===== src/rtl/stopwatch_counter.sv =====
// BCD MM:SS stopwatch advanced by rising edges of the selected timebase level.
// Normal mode carries through all four digits; adjust mode steps one 00..59 field.
module stopwatch_counter #(
  parameter bit RESET_RUNNING = 1'b0
) (
  input  logic       clk,
  input  logic       rst_n,
  input  logic       tick,
  input  logic       ADJ,
  input  logic       SEL,
  input  logic       pause,
  output logic [3:0] min_tens,
  output logic [3:0] min_ones,
  output logic [3:0] sec_tens,
  output logic [3:0] sec_ones,
  output logic       running,
  output logic       wrap
);

  typedef enum logic {PAUSE = 1'b0, RUN = 1'b1} run_state_t;

  run_state_t state;
  logic       tick_q;
  logic       tick_edge;
  logic       norm_step;
  logic       sec_full;
  logic       min_full;
  logic       adv_sec;
  logic       adv_min;

  // One 00..59 BCD field step; out-of-range digits fold back to 0.
  function automatic logic [7:0] inc_60(input logic [3:0] tens, input logic [3:0] ones);
    logic [3:0] t;
    logic [3:0] o;
    if (ones >= 4'd9) begin
      o = 4'd0;
      t = (tens >= 4'd5) ? 4'd0 : tens + 4'd1;
    end else begin
      o = ones + 4'd1;
      t = (tens > 4'd5) ? 4'd0 : tens;
    end
    return {t, o};
  endfunction

  assign tick_edge = tick & ~tick_q;
  assign sec_full  = (sec_tens == 4'd5) && (sec_ones == 4'd9);
  assign min_full  = (min_tens == 4'd5) && (min_ones == 4'd9);
  // Run decision uses the pre-toggle state, so a coincident pause acts after the edge.
  assign norm_step = tick_edge & ~ADJ & (state == RUN);
  assign adv_sec   = norm_step | (tick_edge & ADJ & SEL);
  assign adv_min   = (norm_step & sec_full) | (tick_edge & ADJ & ~SEL);
  assign running   = (state == RUN);

  always_ff @(posedge clk or negedge rst_n) begin
    if (!rst_n) begin
      state    <= RESET_RUNNING ? RUN : PAUSE;
      tick_q   <= 1'b0;
      wrap     <= 1'b0;
      min_tens <= 4'd0;
      min_ones <= 4'd0;
      sec_tens <= 4'd0;
      sec_ones <= 4'd0;
    end else begin
      tick_q <= tick;
      wrap   <= norm_step & sec_full & min_full;
      if (pause) state <= (state == RUN) ? PAUSE : RUN;
      if (adv_sec) {sec_tens, sec_ones} <= inc_60(sec_tens, sec_ones);
      if (adv_min) {min_tens, min_ones} <= inc_60(min_tens, min_ones);
    end
  end

endmodule


===== config.mk =====
export PLATFORM = sky130hd
export DESIGN_NAME = stopwatch_counter
export DESIGN_NICKNAME = d
export VERILOG_FILES = /design/src/rtl/stopwatch_counter.sv
export SDC_FILE = /design/constraint.sdc
export NUM_CORES = 1
export LEC_CHECK = 0
export CAP_MARGIN = 20
export CORE_MARGIN = 3
export CORE_UTILIZATION = 50
export CTS_BUF_LIST = sky130_fd_sc_hd__clkbuf_8
export CTS_CLUSTER_SIZE = 10
export DETAILED_ROUTE_END_ITERATION = 7
export PLACE_DENSITY_LB_ADDON = 0.25
export SYNTH_ARGS = -nofsm -noshare
export SYNTH_HDL_FRONTEND = slang
export SYNTH_SLANG_ARGS = --single-unit
export TNS_END_PERCENT = 5

===== constraint.sdc =====
create_clock -name clk -period 1.9 [get_ports clk]
set_input_delay 0.38 -clock clk [delete_from_list [all_inputs] [get_ports clk]]
set_output_delay 0.38 -clock clk [all_outputs]
set_load 0.1 [all_outputs]

==> results.sh <==
export IMPL_synth_async_sr_flop_share=1.00
export IMPL_synth_compound_area_frac=0.163
export IMPL_crit_type="reg -> reg"
export IMPL_post_drt_wl_per_cell_um=15.6
export IMPL_critPathTopFamily="flip-flops"
export IMPL_hold_buffers=0
export IMPL_synth_nets=135
export IMPL_synthTopCellsByArea="dfrtp_1 40%, ha_1 13%, inv_1 5.1%, nand2b_1 2.6%, nand4_1 2.6%"
export IMPL_io_pin_count=24
export IMPL_clk_path_buf_depth=2
export IMPL_synthAdderAreaFrac=0.126
export IMPL_drive_gt1_frac=0.351
export IMPL_cp_end_kind="flop"
export IMPL_synth_edff_count=0
export IMPL_tritoncts="built"
export IMPL_drc=0
export IMPL_drv_slew=0
export IMPL_dieWidth_um=54.8
export IMPL_synth_top_area_cell="dfrtp_1"
export IMPL_critPathBufInv=1
export IMPL_grt_pass1_vias=1065
export IMPL_initial_utilization=0.532
export IMPL_worst_pin_slew_ns=0.347
export IMPL_cts_setup_buffers=0
export IMPL_cts_buffers=3
export IMPL_areaGrowthSynthToFinish_pct=49.4
export IMPL_grt_overflow_total=0
export IMPL_cts_sinks=19
export IMPL_crit_path_max_incr_delay_ns=0.52
export IMPL_met2_usage=0.384
export IMPL_critical_path_max_fanout=7
export IMPL_gp_congestion=0.823
export IMPL_htreeDepth=1
export IMPL_stdcell_count=176
export IMPL_grtUsageMet1=0.234
export IMPL_r2r_slack_ns=0.08
export IMPL_synth_top_cell_area_share=0.400
export IMPL_required_ns=2.04
export IMPL_use_met3=0.0327
export IMPL_hold_violations=0
export IMPL_crit_slowest_cell="dfrtp_4"
export IMPL_grt_max_degree=20
export IMPL_reg2regPathDepth=6
export IMPL_yosysUniqueCellTypes=38
export IMPL_dr_pass1_iters=4
export IMPL_viasPerCell=5.66
export IMPL_nFillCells=137
export IMPL_final_nets=167
export IMPL_final_min_clock_period_ns=1.82
export IMPL_period_share=0.957
export IMPL_clkTransAtPathRegs_ns=0.07
export IMPL_dp_cells=172
export IMPL_outcome="finished clean"
export IMPL_synth_seq_cells=19
export IMPL_cap_violations=0
export IMPL_n_antenna_cell=0
export IMPL_numPortBuffers=23
export IMPL_synthesis_area_um2=1190
export IMPL_clk_latency_ns=0.26
export IMPL_ys_seq_area_frac=0.400
export IMPL_fp_row_count=17
export IMPL_crit_chain="inv_2 -> ha_4 -> and4b_4 -> a41o_4 -> o311ai_2 -> mux2_1"
export IMPL_drt_wl_total_mm=2.75
export IMPL_synth_cells=117
export IMPL_syn_avg_cell_area_um2=10.2
export IMPL_grt_util_all_layers=0.209
export IMPL_dp_hpwl_mm=2.10
export IMPL_crit_start="sec_tens[1]$_DFFE_PN0P_"
export IMPL_r2r_start="sec_tens[1]$_DFFE_PN0P_"
export IMPL_antenna_found_initial=0
export IMPL_synth_xor_area_frac=0.00737
export IMPL_ant_nets=0
export IMPL_drt_initial_drc_count=25
export IMPL_ys_warn_count=0
export IMPL_fin_skew_ns=0.00241
export IMPL_grt_pass1_wl_mm=4.52
export IMPL_relSlewSlack=0.769
export IMPL_crit_arrival_ns=1.96
export IMPL_fmax_mhz=550
export IMPL_holdWs_ns=0.459
export IMPL_top_usage_layer="met2"
export IMPL_synth_main_ff_cell="dfrtp_1"
export IMPL_finalSetupViolations=0
export IMPL_core_um2=2230
export IMPL_synth_mux_area_frac=0.0453
export IMPL_tns_ns=0
export IMPL_die_h_um=54.8
export IMPL_vias=996
export IMPL_synth_top_family_by_area="simple AND/OR/NAND/NOR gates"
export IMPL_dieArea_um2=3000
export IMPL_hold_path_class="in -> async"
export IMPL_cts_root_buffer="clkbuf_8"
export IMPL_r2r_end="min_tens[0]$_DFFE_PN0P_"
export IMPL_synth_simple_area_share=0.189
export IMPL_critPathLaunchType="flop"
## through the flow
step | util | setup slack, ns | area, um2
finish | 0.795 | 0.0815 | 1780
global route | 0.795 | -0.00187 | 1780
CTS | 0.781 | 0.0321 | 1740
detailed placement | 0.761 | -0.0750 | 1700
global placement | 0.761 | -0.0263 | 1700
floorplan | - | -0.0142 | 1230
## how the worst max path moves through the flow
stage / to / slack (ns) / cells after the start
after floorplan: sec_tens[0]$_DFFE_PN0P_ / -0.01 / 5
after global placement: min_tens[0]$_DFFE_PN0P_ / -0.03 / 6
after detailed placement: min_tens[0]$_DFFE_PN0P_ / -0.08 / 6
after CTS: min_tens[0]$_DFFE_PN0P_ / 0.03 / 6
after global routing: min_tens[0]$_DFFE_PN0P_ / -0.002 / 6
final: min_tens[0]$_DFFE_PN0P_ / 0.08 / 6
## cells by family after synthesis
family | Yosys count
AND/OR/NAND/NOR | 37
AO/OA/AOI/OAI | 24
buffers and inverters | 19
flip-flops | 19
adder cells (fa/ha/maj) | 12
multiplexers | 5
XOR/XNOR | 1
## state kept, by name, indices dropped and copies added, names as in the netlist
name	flops
wrap	1
sec_tens	4
min_ones	4
running	1
min_tens	4
sec_ones	4
tick_q	1
## layer usage
layer,share of wire,wire length [um]
met1,0.41,1130
met2,0.54,1490
met3,0.039,106
met4,0.0080,22
met5,0,0
## Yosys cell counts (all sizes together) (4+ instances only)
library cell / n
and2: 4
nand4: 5
dfrtp: 19
nor3: 5
ha: 12
o21ai: 5
nand2b: 5
nor2b: 4
inv: 16
nand2: 5
## placed cells by master, fill, tap and decap left out, types with 2 or more instances in the layout
cell             count
ha_1                11
inv_1               15
nand4_1              5
buf_4                8
nor3_1               5
dfrtp_4              7
inv_2                2
clkdlybuf4s50_1      5
nor2_1               2
mux2i_1              2
nand2b_1             5
a21oi_1              3
o21ai_1              3
nand3_1              2
mux2_1               2
a22o_1               3
and2_1               3
o21ai_0              2
nand2_1              5
clkbuf_8             3
a41o_1               2
dfrtp_2              6
buf_12              17
dfrtp_1              6
nor2b_1              4
## final cells by class
type / count / area, um2 / share of cell area
Clock buffer: 3 / 41.3 / 0.0233
Sequential cell: 19 / 509 / 0.287
Tap cell: 28 / 35.0 / 0.0197
Inverter: 16 / 60.1 / 0.0338
Clock inverter: 1 / 3.75 / 0.00211
Multi-Input combinational cell: 79 / 676 / 0.381
Timing Repair Buffer: 30 / 450 / 0.254
## what timing repair did
item	CTS	global route
resized for setup	0	4
hold endpoints to repair	0	0
endpoints found under the setup margin	0	6
Power is not shown: default switching activity piles up to over one toggle a cycle in this logic, so the estimate is an artifact.
==> patch: new RTL, same settings <==
Put one more register stage on the output `sec_tens`, cleared by the reset. The value now appears one clock later. The other outputs are not delayed to match.
--- a/src/rtl/stopwatch_counter.sv
+++ b/src/rtl/stopwatch_counter.sv
@@ -20,2 +20,4 @@
   typedef enum logic {PAUSE = 1'b0, RUN = 1'b1} run_state_t;
+
+  logic [3:0] sec_tens_s0;
 
@@ -45,3 +47,3 @@
   assign tick_edge = tick & ~tick_q;
-  assign sec_full  = (sec_tens == 4'd5) && (sec_ones == 4'd9);
+  assign sec_full  = (sec_tens_s0 == 4'd5) && (sec_ones == 4'd9);
   assign min_full  = (min_tens == 4'd5) && (min_ones == 4'd9);
@@ -60,3 +62,3 @@
       min_ones <= 4'd0;
-      sec_tens <= 4'd0;
+      sec_tens_s0 <= 4'd0;
       sec_ones <= 4'd0;
@@ -66,4 +68,12 @@
       if (pause) state <= (state == RUN) ? PAUSE : RUN;
-      if (adv_sec) {sec_tens, sec_ones} <= inc_60(sec_tens, sec_ones);
+      if (adv_sec) {sec_tens_s0, sec_ones} <= inc_60(sec_tens_s0, sec_ones);
       if (adv_min) {min_tens, min_ones} <= inc_60(min_tens, min_ones);
+    end
+  end
+
+  always_ff @(posedge clk or negedge rst_n) begin
+    if (!rst_n) begin
+      sec_tens <= '0;
+    end else begin
+      sec_tens <= sec_tens_s0;
     end
Formal check against the unedited RTL: same outputs for any inputs over 10 cycles, from zero or initial values and one cycle with rst_n low; that may be too few to reach the edited logic, so the function may still have changed.
==> patch against the original RTL <==
- clock skew about the same
- hold slack lost 34 ps
- final area shrank 0.49%
- sequential cell count increased by 4
- largest cell class unchanged
- setup slack got worse by 6.6 ps
- synthesized area rose by 3.4%
- routed wire length rose by 3.5%
Power is not shown: default switching activity piles up to over one toggle a cycle in this logic, so the estimate is an artifact.
==> patch: results (changes against the original RTL) <==
Detailed routing
  • Vias per inst: 5.83 (was 5.66)
  • DR pass1 iterations: 4 (unchanged)
  • Starting DRC count in detailed routing: 33 (was 25)
  • Wirelength, routed: 2850 um (was 2750 um)

Layout
  • Layout cell share with drive strength beyond 1: 30.4% (was 35.1%)
  • Antenna diodes: 0 (unchanged)

Synth
  • Post-Syn Nets: 134 (was 135)
  • Top cells by count, synth: 23 x dfrtp_1, 16 x inv_1, 12 x ha_1 (was 19 x dfrtp_1, 16 x inv_1, 12 x ha_1)
  • Post-synthesis adder-cell area fraction: 12.2% (was 12.6%)
  • Synth Register Bits: 23 (was 19)
  • Post-synth cell types: 33 (was 38)
  • Synthesis Warnings: 0 (unchanged)
  • Post-synthesis compound-gate area fraction: 14.6% (was 16.3%)
  • Sequential cell area fraction in the yosys report: 46.8% (was 40.0%)
  • Multiplexer share of the synthesized area: 4.18% (was 4.53%)
  • XOR/XNOR share of the synthesized area: 0.713% (was 0.737%)
  • Area contributors post-synth: dfrtp_1 47%, ha_1 12%, inv_1 4.9% (was dfrtp_1 40%, ha_1 13%, inv_1 5.1%)

Outcome
  • Status: finished, final reports clean (unchanged)

Global route
  • First-pass GRT wire length: 4810 um (was 4520 um)
  • Vias in the first global route: 1,071 (was 1,065)
  • Largest net degree at the start of global routing: 24 (was 20)
  • GRT Total Usage: 19.2% (was 20.9%)

Timing
  • Worst-margin pin slew: 383 ps (was 347 ps)
  • Clock skew: 2.57 ps (was 2.41 ps)

Placement
  • DP HPWL: 2030 um (was 2100 um)
  • Post-DP Area: 1680 um^2 (was 1700 um^2)
  • Post-place setup slack: 5.72 ps (was -75.0 ps)
  • RD Place Congestion: 0.894 (was 0.823)

Critical path
  • CP arrival: 2030 ps (was 1960 ps)
  • Largest delay share family, worst path: flip-flops (unchanged)
  • Reg2reg start: min_tens[1] (was sec_tens[1])
  • Crit path largest cell delay: 450 ps (was 520 ps)

Min path
  • Worst Hold Class: flop to flop (was primary input to async pin)

CTS
  • Worst-path clk slew: 90 ps (was 70 ps)
-- patch: worst register-to-register path, cell delays in order (launching register included) --
cell       delay, ps
dfrtp_4          450
inv_1             60
ha_1             210
nand2b_1         210
a2111oi_4        450
and3_1           240
mux2_2           150
-- patch: worst max-delay path by stage --
stage                      startpoint           to  slack [ps]  cells after the start
final                     min_tens[1]  min_tens[0]          70                      6
after global routing      min_ones[0]  min_tens[1]          -1                      6
after CTS                 min_ones[0]  min_tens[0]          20                      6
after detailed placement  min_ones[1]  min_tens[0]           6                      6
after global placement            ADJ  min_tens[0]          90                      5
after floorplan           min_ones[0]  min_tens[0]         -30                      6
-- patch: layer usage --
metal	wire length, um	GRT usage [%]	vias to the layer above	share of wire (%)
met5	0	0	-	0
met4	40	4.86	0	1.4
met3	154	3.25	6	5.4
met2	1440	32.9	38	51
met1	1210	25.1	502	42
li1	-	-	480	-
-- patch: area by class of cell --
type	instances	area, um^2
well taps	28	35.0
repair buffers	29	393
flip-flops and latches	23	598
clock inverters	1	7.51
inverters	16	60.1
multi-input cells	76	632
clock buffers	3	41.3
fillers	147	509
-- patch: kinds of logic (layout without fill, tap and decap cells) --
logic type | after synthesis | count (layout)
and+or+nand+nor | 33 | 33
AOI/OAI and AO/OA | 25 | 25
DFF | 23 | 23
buffers and inverters | 17 | 49
adders and majority gates | 12 | 12
muxes | 5 | 5
xor gates and xnor gates | 1 | 1
-- patch: per-stage QoR --
stage | instances | hold WS, ps
4_1_cts | 176 | 427
5_1_grt | 176 | 441
3_5_place_dp | 172 | 407
3_3_place_gp | 172 | 390
2_1_floorplan | 116 | 84.4
6_report | 176 | 425
-- patch: timing repair --
action	in CTS	in global routing
hold buffers	0	0
gates resized for setup	2	3
endpoints found under the setup margin	2	4
pin swaps	0	1
